### src/rtl/mio_bus_arbiter_pkg.sv
// Shared encodings and defaults for the MIO bus arbiter.
// Both pipeline requesters and the arbiter use these.
package mio_bus_arbiter_pkg;

  localparam int ADDR_W_DEF      = 32;
  localparam int DATA_W_DEF      = 32;
  localparam int DEFAULT_TIMEOUT = 255;

  typedef enum logic [1:0] {
    ARB_IDLE = 2'd0,
    ARB_ACC  = 2'd1,
    ARB_RESP = 2'd2
  } arb_state_e;

  typedef enum logic {
    GNT_IF  = 1'b0,
    GNT_MEM = 1'b1
  } gnt_e;

endpackage

### src/rtl/mio_bus_arbiter_if.sv
// Bundle of IF/MEM requester handshakes and the MIO bus signals.
// The master modport is the arbiter's view; slave is the CPU/bus side.
interface mio_bus_arbiter_if
  import mio_bus_arbiter_pkg::*;
#(
  parameter int ADDR_W = ADDR_W_DEF,
  parameter int DATA_W = DATA_W_DEF
);
  logic              if_req;
  logic [ADDR_W-1:0] if_addr;
  logic [DATA_W-1:0] if_rdata;
  logic              if_done;
  logic              mem_req;
  logic              mem_we;
  logic [ADDR_W-1:0] mem_addr;
  logic [DATA_W-1:0] mem_wdata;
  logic [DATA_W-1:0] mem_rdata;
  logic              mem_done;
  logic              mio_req;
  logic              mio_we;
  logic [ADDR_W-1:0] mio_addr;
  logic [DATA_W-1:0] mio_wdata;
  logic [DATA_W-1:0] mio_rdata;
  logic              MIO_ready;
  logic              stall_if;
  logic              stall_mem;
  logic              bus_err;

  modport master (
    input  if_req, if_addr, mem_req, mem_we, mem_addr, mem_wdata, mio_rdata, MIO_ready,
    output if_rdata, if_done, mem_rdata, mem_done, mio_req, mio_we, mio_addr, mio_wdata,
           stall_if, stall_mem, bus_err
  );

  modport slave (
    output if_req, if_addr, mem_req, mem_we, mem_addr, mem_wdata, mio_rdata, MIO_ready,
    input  if_rdata, if_done, mem_rdata, mem_done, mio_req, mio_we, mio_addr, mio_wdata,
           stall_if, stall_mem, bus_err
  );
endinterface

### src/rtl/mio_bus_arbiter_wdog.sv
// Access watchdog: counts MIO wait cycles and flags the TIMEOUT-th ACC cycle.
// TIMEOUT=0 disables it; the count saturates so it never wraps.
module mio_bus_arbiter_wdog #(
  parameter int TIMEOUT = 255
) (
  input  logic clk,
  input  logic rst,
  input  logic clr,
  input  logic en,
  output logic expired
);
  localparam int CNT_W  = (TIMEOUT > 0) ? $clog2(TIMEOUT + 1) : 1;
  localparam int LAST_I = (TIMEOUT > 0) ? TIMEOUT - 1 : 0;
  localparam logic [CNT_W-1:0] LAST = LAST_I[CNT_W-1:0];

  logic [CNT_W-1:0] cnt_q, cnt_d;

  // Counter value equals the number of ACC cycles already spent waiting.
  assign expired = (TIMEOUT != 0) && (cnt_q == LAST);

  always_comb begin
    cnt_d = cnt_q;
    if (clr) begin
      cnt_d = '0;
    end else if (en && !expired && (TIMEOUT != 0)) begin
      cnt_d = cnt_q + 1'b1;
    end
  end

  always_ff @(posedge clk) begin
    if (rst) cnt_q <= '0;
    else     cnt_q <= cnt_d;
  end
endmodule

### src/rtl/mio_bus_arbiter.sv
// Shares the MIO bus between IF fetches and MEM loads/stores (MEM first),
// drives the registered MIO handshake and returns data, done and stalls.
module mio_bus_arbiter
  import mio_bus_arbiter_pkg::*;
#(
  parameter int ADDR_W  = ADDR_W_DEF,
  parameter int DATA_W  = DATA_W_DEF,
  parameter int TIMEOUT = DEFAULT_TIMEOUT
) (
  input  logic             clk,
  input  logic             rst,
  mio_bus_arbiter_if.master bus
);
  arb_state_e        state_q, state_d;
  gnt_e              gnt_q, gnt_d;
  logic              mio_req_q, mio_req_d;
  logic              mio_we_q, mio_we_d;
  logic [ADDR_W-1:0] mio_addr_q, mio_addr_d;
  logic [DATA_W-1:0] mio_wdata_q, mio_wdata_d;
  logic [DATA_W-1:0] if_rdata_q, if_rdata_d;
  logic [DATA_W-1:0] mem_rdata_q, mem_rdata_d;
  logic              if_done_q, if_done_d;
  logic              mem_done_q, mem_done_d;
  logic              bus_err_q, bus_err_d;
  logic              wd_clr, wd_en, wd_expired;

  mio_bus_arbiter_wdog #(.TIMEOUT(TIMEOUT)) u_wdog (
    .clk     (clk),
    .rst     (rst),
    .clr     (wd_clr),
    .en      (wd_en),
    .expired (wd_expired)
  );

  always_comb begin
    state_d     = state_q;
    gnt_d       = gnt_q;
    mio_req_d   = mio_req_q;
    mio_we_d    = mio_we_q;
    mio_addr_d  = mio_addr_q;
    mio_wdata_d = mio_wdata_q;
    if_rdata_d  = if_rdata_q;
    mem_rdata_d = mem_rdata_q;
    if_done_d   = 1'b0;
    mem_done_d  = 1'b0;
    bus_err_d   = 1'b0;
    wd_clr      = 1'b0;
    wd_en       = 1'b0;
    case (state_q)
      ARB_IDLE: begin
        // MEM wins: its instruction is older than the one being fetched.
        if (bus.mem_req) begin
          gnt_d       = GNT_MEM;
          mio_req_d   = 1'b1;
          mio_we_d    = bus.mem_we;
          mio_addr_d  = bus.mem_addr;
          mio_wdata_d = bus.mem_wdata;
          wd_clr      = 1'b1;
          state_d     = ARB_ACC;
        end else if (bus.if_req) begin
          gnt_d       = GNT_IF;
          mio_req_d   = 1'b1;
          mio_we_d    = 1'b0;
          mio_addr_d  = bus.if_addr;
          mio_wdata_d = '0;
          wd_clr      = 1'b1;
          state_d     = ARB_ACC;
        end
      end
      ARB_ACC: begin
        if (bus.MIO_ready) begin
          mio_req_d = 1'b0;
          state_d   = ARB_RESP;
          if (gnt_q == GNT_MEM) begin
            mem_rdata_d = bus.mio_rdata;
            mem_done_d  = 1'b1;
          end else begin
            if_rdata_d = bus.mio_rdata;
            if_done_d  = 1'b1;
          end
        end else if (wd_expired) begin
          mio_req_d = 1'b0;
          bus_err_d = 1'b1;
          state_d   = ARB_RESP;
          if (gnt_q == GNT_MEM) begin
            mem_rdata_d = '0;
            mem_done_d  = 1'b1;
          end else begin
            if_rdata_d = '0;
            if_done_d  = 1'b1;
          end
        end else begin
          wd_en = 1'b1;
        end
      end
      ARB_RESP: state_d = ARB_IDLE;
      default:  state_d = ARB_IDLE;
    endcase
  end

  always_ff @(posedge clk) begin
    if (rst) begin
      state_q     <= ARB_IDLE;
      gnt_q       <= GNT_IF;
      mio_req_q   <= 1'b0;
      mio_we_q    <= 1'b0;
      mio_addr_q  <= '0;
      mio_wdata_q <= '0;
      if_rdata_q  <= '0;
      mem_rdata_q <= '0;
      if_done_q   <= 1'b0;
      mem_done_q  <= 1'b0;
      bus_err_q   <= 1'b0;
    end else begin
      state_q     <= state_d;
      gnt_q       <= gnt_d;
      mio_req_q   <= mio_req_d;
      mio_we_q    <= mio_we_d;
      mio_addr_q  <= mio_addr_d;
      mio_wdata_q <= mio_wdata_d;
      if_rdata_q  <= if_rdata_d;
      mem_rdata_q <= mem_rdata_d;
      if_done_q   <= if_done_d;
      mem_done_q  <= mem_done_d;
      bus_err_q   <= bus_err_d;
    end
  end

  assign bus.mio_req   = mio_req_q;
  assign bus.mio_we    = mio_we_q;
  assign bus.mio_addr  = mio_addr_q;
  assign bus.mio_wdata = mio_wdata_q;
  assign bus.if_rdata  = if_rdata_q;
  assign bus.mem_rdata = mem_rdata_q;
  assign bus.if_done   = if_done_q;
  assign bus.mem_done  = mem_done_q;
  assign bus.bus_err   = bus_err_q;
  assign bus.stall_if  = bus.if_req && !if_done_q;
  assign bus.stall_mem = bus.mem_req && !mem_done_q;
endmodule

### src/flat_wrapper.sv
// flat-port wrapper written by rule: the top's interface ports become plain ports
module mio_bus_arbiter_flat import mio_bus_arbiter_pkg::*;
#(
  parameter int ADDR_W  = ADDR_W_DEF,
  parameter int DATA_W  = DATA_W_DEF,
  parameter int TIMEOUT = DEFAULT_TIMEOUT
)
  (clk, rst, bus_if_req, bus_if_addr, bus_mem_req, bus_mem_we, bus_mem_addr, bus_mem_wdata, bus_mio_rdata, bus_MIO_ready, bus_if_rdata, bus_if_done, bus_mem_rdata, bus_mem_done, bus_mio_req, bus_mio_we, bus_mio_addr, bus_mio_wdata, bus_stall_if, bus_stall_mem, bus_bus_err);
  mio_bus_arbiter_if #(.ADDR_W(ADDR_W), .DATA_W(DATA_W)) bus_i ();
  input  logic clk;
  input  logic rst;
  input wire logic [$bits(bus_i.if_req)-1:0] bus_if_req;
  input wire logic [$bits(bus_i.if_addr)-1:0] bus_if_addr;
  input wire logic [$bits(bus_i.mem_req)-1:0] bus_mem_req;
  input wire logic [$bits(bus_i.mem_we)-1:0] bus_mem_we;
  input wire logic [$bits(bus_i.mem_addr)-1:0] bus_mem_addr;
  input wire logic [$bits(bus_i.mem_wdata)-1:0] bus_mem_wdata;
  input wire logic [$bits(bus_i.mio_rdata)-1:0] bus_mio_rdata;
  input wire logic [$bits(bus_i.MIO_ready)-1:0] bus_MIO_ready;
  output wire logic [$bits(bus_i.if_rdata)-1:0] bus_if_rdata;
  output wire logic [$bits(bus_i.if_done)-1:0] bus_if_done;
  output wire logic [$bits(bus_i.mem_rdata)-1:0] bus_mem_rdata;
  output wire logic [$bits(bus_i.mem_done)-1:0] bus_mem_done;
  output wire logic [$bits(bus_i.mio_req)-1:0] bus_mio_req;
  output wire logic [$bits(bus_i.mio_we)-1:0] bus_mio_we;
  output wire logic [$bits(bus_i.mio_addr)-1:0] bus_mio_addr;
  output wire logic [$bits(bus_i.mio_wdata)-1:0] bus_mio_wdata;
  output wire logic [$bits(bus_i.stall_if)-1:0] bus_stall_if;
  output wire logic [$bits(bus_i.stall_mem)-1:0] bus_stall_mem;
  output wire logic [$bits(bus_i.bus_err)-1:0] bus_bus_err;
  assign bus_i.if_req = bus_if_req;
  assign bus_i.if_addr = bus_if_addr;
  assign bus_i.mem_req = bus_mem_req;
  assign bus_i.mem_we = bus_mem_we;
  assign bus_i.mem_addr = bus_mem_addr;
  assign bus_i.mem_wdata = bus_mem_wdata;
  assign bus_i.mio_rdata = bus_mio_rdata;
  assign bus_i.MIO_ready = bus_MIO_ready;
  assign bus_if_rdata = bus_i.if_rdata;
  assign bus_if_done = bus_i.if_done;
  assign bus_mem_rdata = bus_i.mem_rdata;
  assign bus_mem_done = bus_i.mem_done;
  assign bus_mio_req = bus_i.mio_req;
  assign bus_mio_we = bus_i.mio_we;
  assign bus_mio_addr = bus_i.mio_addr;
  assign bus_mio_wdata = bus_i.mio_wdata;
  assign bus_stall_if = bus_i.stall_if;
  assign bus_stall_mem = bus_i.stall_mem;
  assign bus_bus_err = bus_i.bus_err;
  mio_bus_arbiter #(.ADDR_W(ADDR_W), .DATA_W(DATA_W), .TIMEOUT(TIMEOUT)) u_core (.clk(clk), .rst(rst), .bus(bus_i));
endmodule
### config.mk
export PLATFORM = sky130hd
export DESIGN_NAME = mio_bus_arbiter_flat
export DESIGN_NICKNAME = d
export VERILOG_FILES = /design/src/rtl/mio_bus_arbiter_pkg.sv /design/src/rtl/mio_bus_arbiter_if.sv /design/src/rtl/mio_bus_arbiter_wdog.sv /design/src/rtl/mio_bus_arbiter.sv /design/src/flat_wrapper.sv
export SDC_FILE = /design/constraint.sdc
export NUM_CORES = 1
export LEC_CHECK = 0
export BUFFER_PORTS_ARGS = -buffer_cell sky130_fd_sc_hd__buf_2
export CORE_MARGIN = 5
export CORE_UTILIZATION = 45
export DETAILED_ROUTE_END_ITERATION = 8
export PLACE_DENSITY_LB_ADDON = 0.25
export SLEW_MARGIN = 10
export SYNTH_ARGS = -nofsm -noshare
export SYNTH_HDL_FRONTEND = slang
export SYNTH_HIERARCHICAL = 1
export SYNTH_SLANG_ARGS = --single-unit
### constraint.sdc
create_clock -name clk -period 4.88 [get_ports clk]
set_clock_uncertainty 0.15 [all_clocks]
set_input_delay 0.244 -clock clk [delete_from_list [all_inputs] [get_ports clk]]
set_output_delay 0.244 -clock clk [all_outputs]
set_load 0.005 [all_outputs]
==> results of run 1 <==
[area by class of cell]
type / count / area [um2] / share of cell area
repair buffers: 336 / 2012 / 0.2365
clock buffers: 26 / 499.2 / 0.05869
clock inverters: 1 / 5.005 / 0.0005884
well taps: 176 / 220.2 / 0.02589
flip-flops and latches: 144 / 2883 / 0.3389
inverters: 4 / 15.01 / 0.001765
multi-input cells: 418 / 2872 / 0.3376
[worst paths after layout]
check	to	slack (ps)	cells past startpoint
worst max-delay path	u_core/u_wdog/cnt_q[7]$_SDFFE_PP0P_	2220	8
worst min-delay path	u_core/bus.mio_addr[6]$_SDFFE_PP0P_	30	3
worst max register to register	u_core/u_wdog/cnt_q[7]$_SDFFE_PP0P_	2220	8
worst min register to register	u_core/bus.mio_wdata[16]$_SDFFE_PP0P_	320	2
[flip-flops by register name, indices dropped and copies added (netlist names)]
name / cells
u_core/bus.bus_err: 1
u_core/bus.if_done: 1
u_core/bus.if_rdata: 32
u_core/bus.mem_done: 1
u_core/bus.mem_rdata: 32
u_core/bus.mio_addr: 32
u_core/bus.mio_req: 1
u_core/bus.mio_wdata: 32
u_core/bus.mio_we: 1
u_core/gnt_q: 1
u_core/state_q: 2
u_core/u_wdog/cnt_q: 8
[report_power, final]
group	total, mW	internal (mW)	switching (mW)
clock network	1.12	0.689	0.435
registers	1.27	1.24	0.0334
logic	0.398	0.196	0.202
[worst reg2reg max path, stage by stage, from the launching register on]
cell and delay (ps):
dfxtp_1 400, inv_1 90, ha_1 240, nand3_1 140, nor2_1 80, nor3_1 760, nand3_1 260, nor4b_1 300
a211oi_1 120
[cells by family (layout without fill, tap and decap cells)]
family | count (synthesis) | after routing | synth area share
multiplexers | 99 | 99 | 0.1634
flip-flops | 144 | 144 | 0.4752
AO/OA/AOI/OAI | 150 | 150 | 0.1423
adder cells (fa/ha/maj) | 2 | 2 | 0.004125
buffers and inverters | 58 | 367 | 0.05301
AND/OR/NAND/NOR | 167 | 167 | 0.1619
[repair_timing]
item,CTS,global route
endpoints found under the hold margin,88,0
hold buffers,63,0
setup endpoints to repair,0,0
[through the flow]
step / worst slack (ps) / hold slack [ps]
2_1_floorplan: 2714 / 234.5
3_3_place_gp: 2155 / 304.9
3_5_place_dp: 2060 / 312.2
4_1_cts: 2262 / 8.632
5_1_grt: 1916 / 23.62
6_report: 2224 / 32.36
[cells in the final DEF (no fill, tap or decap), types with 7 or more instances in the layout]
master / n
clkbuf_16: 17
buf_2: 267
o21ai_0: 35
nor2_1: 7
mux2i_1: 99
dlygate4sd3_1: 63
a21oi_1: 71
nand2_1: 40
dfxtp_1: 144
nand3b_1: 32
nand2b_1: 64
a211oi_1: 37
[Yosys cell counts, types with 4 or more instances]
library cell and instances:
o21ai_0 35, a21oi_1 71, buf_2 14, nand2b_1 64, nand2_1 40, a211oi_1 37, clkbuf_1 31, nand3b_1 32
mux2i_1 99, nor2_1 8, dfxtp_1 144, buf_6 4
[per-layer routing]
metal  GRT usage  wire length [um]
met1      0.2612              7323
met2      0.3862              8969
met3     0.06308              1492
met4     0.08644               467
met5           0                 0
==> out/qor.csv, run 1 <==
stage;metric;value;unit
finish;Post-Route Utilization;0.6423;
critical_path;Critical Path Max Stage Delay;760;ps
global_route;GRT Total Usage;0.2230;
sta;Tcrit/Tclk final;0.5443;
hold_path;hold_sp;bus_if_addr[6];
critical_path;CP Capture Type;flip-flop;
yosys;asr flop ratio synth;0;
route;wire length per cell;16.52;um
yosys;post-synth top area share;0.4752;
die;starting density of the core;0.4580;
finish;non-filler cells, final;1105;
clock_tree;post-cts gate resize count;0;
die;die area;15900;um2
yosys;Post-Syn Area;6066;um2
power_and_ir_drop;Max VDD drop;192.7;uV
clock_tree;clock buffer count from CTS;17;
yosys;Synth area leader;dfxtp_1;
yosys;Synthesized Nets;756;
yosys;sequential area share after synthesis;0.4752;
route;DRC Markers;0;
global_route;first-pass GRT wire length;29.18;mm
placement;hpwl dp;12.30;mm
finish;Syn-to-layout area delta;40.22;%
critical_path;slowest stage cell, crit path;nor3_1;
critical_path;most used cell, CP;nand3_1;
sta;Tmin final;2656;ps
sta;final slew viol count;0;
die;CORE AREA;13240;um2
critical_path;Reg-to-Reg Start;u_core/u_wdog/cnt_q[0]$_SDFFE_PP0P_;
sta;Rel. slew slack;0.1609;
power_and_ir_drop;total design power;2.793;mW
critical_path;Req. time, crit path;5010;ps
status;status;finished, final reports clean;
route;Post-Route WL;18.25;mm
critical_path;CP bufs+invs;1;
global_route;vias in the first global route;5871;
sta;RSZ-0062 raised after global routing;false;
clock_tree;clk buf depth;2;
critical_path;CP cell instances;inv_1 -> ha_1 -> nand3_1 -> nor2_1 -> nor3_1 -> nand3_1 -> nor4b_1 -> a211oi_1;
yosys;synthesized flop and latch total;144;
sta;Worst-Margin Slew;1257;ps
yosys;Unique masters post-synth;37;
critical_path;crit path launch;u_core/u_wdog/cnt_q[0]$_SDFFE_PP0P_;
clock_tree;Num Clock Sinks;144;
finish;fill count;1091;
route;initial drt markers;320;
finish;Final #Nets;1057;
yosys;Yosys warning total;6;
critical_path;Startpoint Class;flip-flop;
route;post-route ant nets;0;
hold_path;worst min path class;input port to flip-flop;
route;via count;5742;
die;DIE WIDTH;126.1;um
critical_path;CP delay by family, top;simple AND/OR/NAND/NOR gates;
clock_tree;CTS tree;done;
placement;Port Buf Inserts;268;
power_and_ir_drop;total power divided by cell area;328.4;nW/um2
finish;Inserted Diodes;0;
critical_path;CP max FO;9;
yosys;Post-Syn Instances;620;
clock_tree;Reg clk slew, reported paths;50;ps
sta;Fin. Hold Viols;0;
power_and_ir_drop;Leakage;4.202;nW
clock_tree;root buf cell;clkbuf_16;
placement;Cells after DPL;1015;
yosys;Post-synth EDFFs;0;
sta;Max Freq;376.5;MHz
clock_tree;Post-CTS Setup Inserts;0;
critical_path;WS Path Type;flip-flop to flip-flop;
global_route;largest net degree at the start of global routing;102;
clock_tree;Worst-Skew Late Latency;400;ps
route;first-pass iteration count of the detailed router;5;
placement;Placer Congestion;0.8416;
global_route;initial antenna violation count;0;
sta;final setup vio count;0;
die;row count;42;
sta;setup TNS;0;ps
finish;share of layout cells above drive strength 1;0.3272;
die;chip height;126.1;um
route;DR vias/cell;5.196;
yosys;most common flop cell mapped by yosys;dfxtp_1;
finish;Final Instance Area;8506;um2
clock_tree;H-tree levels;4;
job;Max-Cap Viols;0;
die;I/O pins;269;
placement;Placed Area;7371;um2
yosys;main area contributors after synthesis;dfxtp_1 (48%), mux2i_1 (16%), nand2b_1 (6.6%);
critical_path;Worst EP arrival;2780;ps
yosys;Avg Cell Area, Syn;9.784;um2
global_route;GRT overflow;0;
Power figures use the tool's default switching activity.
==> run 2: changes to the inputs <==
Clock period 4.88 ns to 2.7 ns, I/O delays scaled along.
==> run 2 against run 1 <==
Against the previous run: non-clock buffer count increased by 69; critical endpoint is now u_core/bus.mem_rdata[15]$_SDFFE_PP0P_; worst setup slack got worse by 1900 ps; combinational power is 110% higher; sequential share of layout area is 2.9 points lower; clock power increased by 120%; wire length grew 12%; die area did not move.
==> out/qor.csv, run 2 (synthesis gave the netlist of run 1 again) <==
stage;metric;value;unit;change
status;status;finished, final reports clean;;
die;die area;15900;um2;unchanged
power_and_ir_drop;total power divided by cell area;603.6;nW/um2;+84%
global_route;GRT Total Usage;0.2517;;+0.02871
finish;register area;2883;um2;unchanged
sta;final setup vio count;0;;unchanged
power_and_ir_drop;Leakage;4.551;nW;+8.3%
clock_tree;CTS tree;done;;
clock_tree;post-cts gate resize count;0;;unchanged
global_route;vias in the first global route;6574;;+12%
clock_tree;Post-CTS Hold Buffers;125;;+98%
global_route;initial antenna violation count;0;;unchanged
sta;Worst-Margin Slew;958.4;ps;-299.0 ps
die;CORE AREA;13240;um2;unchanged
critical_path;CP cell instances;inv_1 -> ha_1 -> nand3_1 -> nor2_1 -> nor2_1 -> or3b_2 -> buf_4 -> mux2i_1;;
critical_path;CP Capture Type;flip-flop;;
critical_path;Critical Path Max Stage Delay;460;ps;-300 ps
sta;Fin. Hold Viols;0;;unchanged
finish;non-filler cells, final;1179;;+6.7%
sta;final slew viol count;0;;unchanged
die;row count;42;;unchanged
route;Post-Route WL;20.44;mm;+12%
finish;fill count;936;;-14%
sta;Rel. slew slack;0.3611;;+0.2002
route;post-route ant nets;0;;unchanged
die;chip height;126.1;um;unchanged
critical_path;slowest stage cell, crit path;or3b_2;;
global_route;largest net degree at the start of global routing;123;;+21%
finish;share of layout cells above drive strength 1;0.3190;;-0.008191
sta;setup TNS;0;ps;unchanged
route;initial drt markers;444;;+39%
power_and_ir_drop;Max VDD drop;407.1;uV;+110%
sta;Tmin final;2375;ps;-280.9 ps
finish;commonest non-fill, non-tap cell in the layout;buf_2;;
critical_path;Startpoint Class;flip-flop;;
clock_tree;clk buf depth;2;;unchanged
clock_tree;root buf cell;clkbuf_16;;
global_route;GRT overflow;0;;unchanged
die;I/O pins;269;;unchanged
clock_tree;clock buffer count from CTS;17;;unchanged
placement;Placer Congestion;0.8055;;-4.3%
finish;Inserted Diodes;0;;unchanged
finish;Syn-to-layout area delta;53.36;%;
clock_tree;Worst-Skew Late Latency;410;ps;about the same
critical_path;most used cell, CP;nor2_1;;
route;first-pass iteration count of the detailed router;5;;unchanged
route;wire length per cell;17.34;um;+5.0%
hold_path;worst min path class;input port to flip-flop;;
critical_path;Worst EP arrival;2490;ps;-290 ps
sta;Tcrit/Tclk final;0.8796;;+0.3354
clock_tree;Reg clk slew, reported paths;60;ps;about the same
finish;Multi-input gate area;2872;um2;unchanged
route;DRC Markers;0;;unchanged
sta;Max Freq;421.0;MHz;+12%
die;starting density of the core;0.4580;;unchanged
critical_path;Req. time, crit path;2820;ps;-2190 ps
route;via count;6135;;+6.8%
critical_path;CP max FO;33;;+24
placement;hpwl dp;12.45;mm;+1.3%
placement;Port Buf Inserts;268;;unchanged
route;DR vias/cell;5.204;;+0.14%
placement;Cells after DPL;1022;;+0.69%
clock_tree;Post-CTS Setup Inserts;0;;unchanged
job;Max-Cap Viols;0;;unchanged
global_route;first-pass GRT wire length;32.76;mm;+12%
finish;Final #Nets;1126;;+6.5%
finish;commonest non-fill, non-tap cells in the layout;buf_2 (267), dfxtp_1 (144), dlygate4sd3_1 (125), mux2i_1 (99), a21oi_1 (71);;
critical_path;WS Path Type;flip-flop to flip-flop;;
clock_tree;Num Clock Sinks;144;;unchanged
clock_tree;H-tree levels;4;;unchanged
die;DIE WIDTH;126.1;um;unchanged
sta;RSZ-0062 raised after global routing;false;;
## run 2: cell count changes in the layout (fill, tap and decap cells not counted), sizes merged
cell and delta:
dlygate4sd3 +62, buf +7, clkbuf -7, bufinv +4
clkinv +4, clkinvlp +2, inv +2
## run 2: area by class of cell
type                       count  area share
clock buffer                  19     0.04761
timing repair buffer         405      0.2886
sequential                   144      0.3099
tap                          176     0.02367
multi-input combinational    418      0.3087
inverter                       4    0.001614
clock inverter                13     0.01991
## run 2: worst max-delay path: cells and delay by family (launching register included)
kind                       cells  cell delay (ps)
DFF                            1              340
buffers and inverters          2              400
adders and majority gates      1              220
and+or+nand+nor                4              880
muxes                          1              190
## run 2: final timing paths
| kind | end | slack [ps] | depth (start not counted) | from |
|---|---|---|---|---|
| max reg2reg | u_core/bus.mem_rdata[15]$_SDFFE_PP0P_ | 320 | 8 | u_core/u_wdog/cnt_q[0]$_SDFFE_PP0P_ |
| min reg2reg | u_core/bus.mio_wdata[13]$_SDFFE_PP0P_ | 320 | 2 | u_core/bus.mio_wdata[13]$_SDFFE_PP0P_ |
| min | u_core/gnt_q$_SDFFE_PP0P_ | 10 | 4 | bus_if_req |
| max | u_core/bus.mem_rdata[15]$_SDFFE_PP0P_ | 320 | 8 | u_core/u_wdog/cnt_q[0]$_SDFFE_PP0P_ |
## run 2: power breakdown
group / switching (mW) / internal (mW) / total (mW)
Clock: 0.905 / 1.57 / 2.48
Sequential: 0.0624 / 2.24 / 2.30
Combinational: 0.404 / 0.434 / 0.838
## run 2: metal layers
metal / GRT usage / up-vias / share of wire / wire, um
li1: - / 2932 / - / -
met1: 0.2889 / 2837 / 0.39 / 8065
met2: 0.4285 / 320 / 0.49 / 10060
met3: 0.07494 / 46 / 0.084 / 1721
met4: 0.1211 / 0 / 0.029 / 594
met5: 0 / - / 0 / 0
## run 2: through the flow
stage                     setup WS, ps  utilization  cell area, um2  power (mW)  hold WS, ps
after global placement           458.3       0.5606            7423       2.974        229.9
after CTS                        357.0       0.7025            9303       5.627        1.446
after floorplan                  534.3            -            6066       2.704        125.5
after global routing             148.0       0.7025            9303       5.828        48.12
final                            324.9       0.7025            9303       5.615        10.36
after detailed placement         367.0       0.5606            7423       2.993        235.6
==> run 3: changes to the inputs <==
Settings changed: CTS_CLUSTER_SIZE set to 24.
Clock period 2.7 ns to 2.2 ns, I/O delays scaled along.
==> run 3 against run 2 <==
Against the previous run: count of clock-buffer cells in the layout stayed put; worst setup slack worse by 220 ps; flip-flop and latch count did not move; total power rose by 26%; clock power is 27% higher; hold slack improved by 13 ps; wire length up 4.3%; via count grew 3.0%; combinational power is 28% higher; die area did not move; core utilization grew 1.8 points; design area is 2.5% higher; critical endpoint is now u_core/bus.mio_addr[13]$_SDFFE_PP0P_.
==> out/qor.csv, run 3 (synthesis gave the netlist of run 1 again) <==
stage;metric;value;unit;change
critical_path;WS Path Type;input port to flip-flop;;
power_and_ir_drop;Max VDD drop;414.1;uV;+1.7%
route;DR vias/cell;5.307;;+2.0%
critical_path;CP max FO;29;;-12%
finish;Multi-input gate area;2902;um2;+1.0%
clock_tree;Worst-Skew Late Latency;410;ps;about the same
power_and_ir_drop;Leakage;4.649;nW;+2.2%
finish;commonest non-fill, non-tap cells in the layout;buf_2 (267), dfxtp_1 (144), dlygate4sd3_1 (129), mux2i_1 (97), a21oi_1 (71);;
finish;Final #Nets;1137;;+0.98%
route;wire length per cell;17.89;um;+3.2%
critical_path;Reg-to-Reg Start;u_core/u_wdog/cnt_q[0]$_SDFFE_PP0P_;;
global_route;GRT Total Usage;0.2568;;+0.005067
die;I/O pins;269;;unchanged
critical_path;RR Endpoint;u_core/bus.mem_rdata[15]$_SDFFE_PP0P_;;
route;initial drt markers;478;;+7.7%
finish;register area;2883;um2;unchanged
die;row count;42;;unchanged
hold_path;hold_sp;bus_mem_addr[28];;
critical_path;most used cell, CP;dlygate4sd3_1;;
sta;setup TNS;0;ps;unchanged
critical_path;Startpoint Class;input port;;
sta;Rel. slew slack;0.5957;;+0.2346
critical_path;Worst R2R Setup Slack;140;ps;-180 ps
sta;Worst-Margin Slew;606.5;ps;-351.8 ps
finish;fill count;911;;-2.7%
route;Post-Route WL;21.31;mm;+4.3%
critical_path;CP bufs+invs;4;;+2
sta;Max Freq;477.6;MHz;
placement;Port Buf Inserts;268;;unchanged
critical_path;Critical Path Max Stage Delay;570;ps;+110 ps
die;chip height;126.1;um;unchanged
sta;final setup vio count;0;;unchanged
finish;commonest non-fill, non-tap cell in the layout;buf_2;;
finish;share of layout cells above drive strength 1;0.3284;;+0.009359
global_route;largest net degree at the start of global routing;70;;-43%
sta;final slew viol count;0;;unchanged
job;Max-Cap Viols;0;;unchanged
route;post-route ant nets;0;;unchanged
sta;Fin. Hold Viols;0;;unchanged
clock_tree;root buf cell;clkbuf_16;;
clock_tree;Post-CTS Setup Inserts;0;;unchanged
critical_path;CP cell instances;dlygate4sd3_1 -> buf_2 -> buf_12 -> mux2i_1 -> dlygate4sd3_1 -> a211oi_1;;
critical_path;Req. time, crit path;2360;ps;-460 ps
sta;Tmin final;2094;ps;
critical_path;CP delay by family, top;buffers and inverters;;
clock_tree;clock buffer count from CTS;17;;unchanged
global_route;vias in the first global route;6663;;+1.4%
hold_path;Hold Path Sink;u_core/bus.mio_addr[28]$_SDFFE_PP0P_;;
placement;Placer Congestion;0.8003;;-0.65%
hold_path;Min-Delay Path Depth;3;;-1
die;DIE WIDTH;126.1;um;unchanged
clock_tree;Num Clock Sinks;144;;unchanged
clock_tree;Reg clk slew, reported paths;60;ps;about the same
die;die area;15900;um2;unchanged
power_and_ir_drop;total power divided by cell area;739.9;nW/um2;+23%
die;CORE AREA;13240;um2;unchanged
sta;hold slack;22.98;ps;+12.62 ps
global_route;GRT overflow;0;;unchanged
hold_path;worst min path class;input port to flip-flop;;
die;starting density of the core;0.4580;;unchanged
clock_tree;H-tree levels;4;;unchanged
finish;Syn-to-layout area delta;57.20;%;
route;DRC Markers;0;;unchanged
critical_path;CP Capture Type;flip-flop;;
route;via count;6321;;+3.0%
sta;Tcrit/Tclk final;0.9517;;
status;status;finished, final reports clean;;
clock_tree;clk buf depth;2;;unchanged
critical_path;R2R depth;8;;unchanged
critical_path;Worst EP arrival;2260;ps;-230 ps
route;first-pass iteration count of the detailed router;4;;-1
placement;hpwl dp;12.65;mm;+1.6%
global_route;initial antenna violation count;0;;unchanged
clock_tree;CTS tree;done;;
global_route;first-pass GRT wire length;33.44;mm;+2.1%
critical_path;slowest stage cell, crit path;dlygate4sd3_1;;
## run 3: worst min-delay path, stage by stage
cell and delay [ps]:
buf_2 80, mux2i_1 110, a211oi_1 230
## run 3: how the worst max path moves through the flow
| stage | start | endpoint | cells past startpoint |
|---|---|---|---|
| floorplan | u_core/u_wdog/cnt_q[0]$_SDFFE_PP0P_ | u_core/u_wdog/cnt_q[7]$_SDFFE_PP0P_ | 8 |
| global placement | u_core/u_wdog/cnt_q[0]$_SDFFE_PP0P_ | u_core/bus.mem_rdata[2]$_SDFFE_PP0P_ | 8 |
| detailed placement | u_core/u_wdog/cnt_q[0]$_SDFFE_PP0P_ | u_core/bus.mem_rdata[13]$_SDFFE_PP0P_ | 8 |
| CTS | u_core/u_wdog/cnt_q[0]$_SDFFE_PP0P_ | u_core/bus.mem_rdata[7]$_SDFFE_PP0P_ | 8 |
| global route | u_core/u_wdog/cnt_q[0]$_SDFFE_PP0P_ | u_core/u_wdog/cnt_q[7]$_SDFFE_PP0P_ | 9 |
| finish | bus_mem_req | u_core/bus.mio_addr[13]$_SDFFE_PP0P_ | 6 |
## run 3: metrics by stage
stage               total power [mW]  area (um2)  instances  setup WS [ps]  utilization
floorplan                      3.318        6066        620          34.28            -
global placement               3.663        7498       1027          74.41       0.5662
detailed placement             3.688        7498       1027          33.58       0.5662
CTS                            7.037        9440       1188          17.30       0.7129
global route                   7.314        9533       1190         -6.885       0.7199
finish                         7.055        9535       1191          106.3       0.7200
## run 3: layout make-up
type | instances | area share
Multi-Input combinational cell | 418 | 0.3043
Timing Repair Buffer | 416 | 0.3002
Clock buffer | 19 | 0.04645
Antenna cell | 1 | 0.0002624
Inverter | 4 | 0.001575
Tap cell | 176 | 0.02309
Clock inverter | 13 | 0.02178
Sequential cell | 144 | 0.3023
## run 3: report_power, final
group,internal [mW],switching [mW]
registers,2.74,0.0803
logic,0.560,0.509
clock network,2.05,1.11
total,5.35,1.70
## run 3: layer usage
metal	part of all wire	global-route usage	vias to the layer above	routed length (um)
met2	0.49	0.4416	339	10540
met1	0.39	0.2916	2978	8397
met3	0.087	0.08256	41	1852
met5	0	0	-	0
li1	-	-	2963	-
met4	0.024	0.1129	0	517
## run 3: repair_timing
item                                    CTS  global route
hold buffers                            129             0
gates resized for setup                   0            12
endpoints found under the setup margin    0            99
hold endpoints to repair                131             0
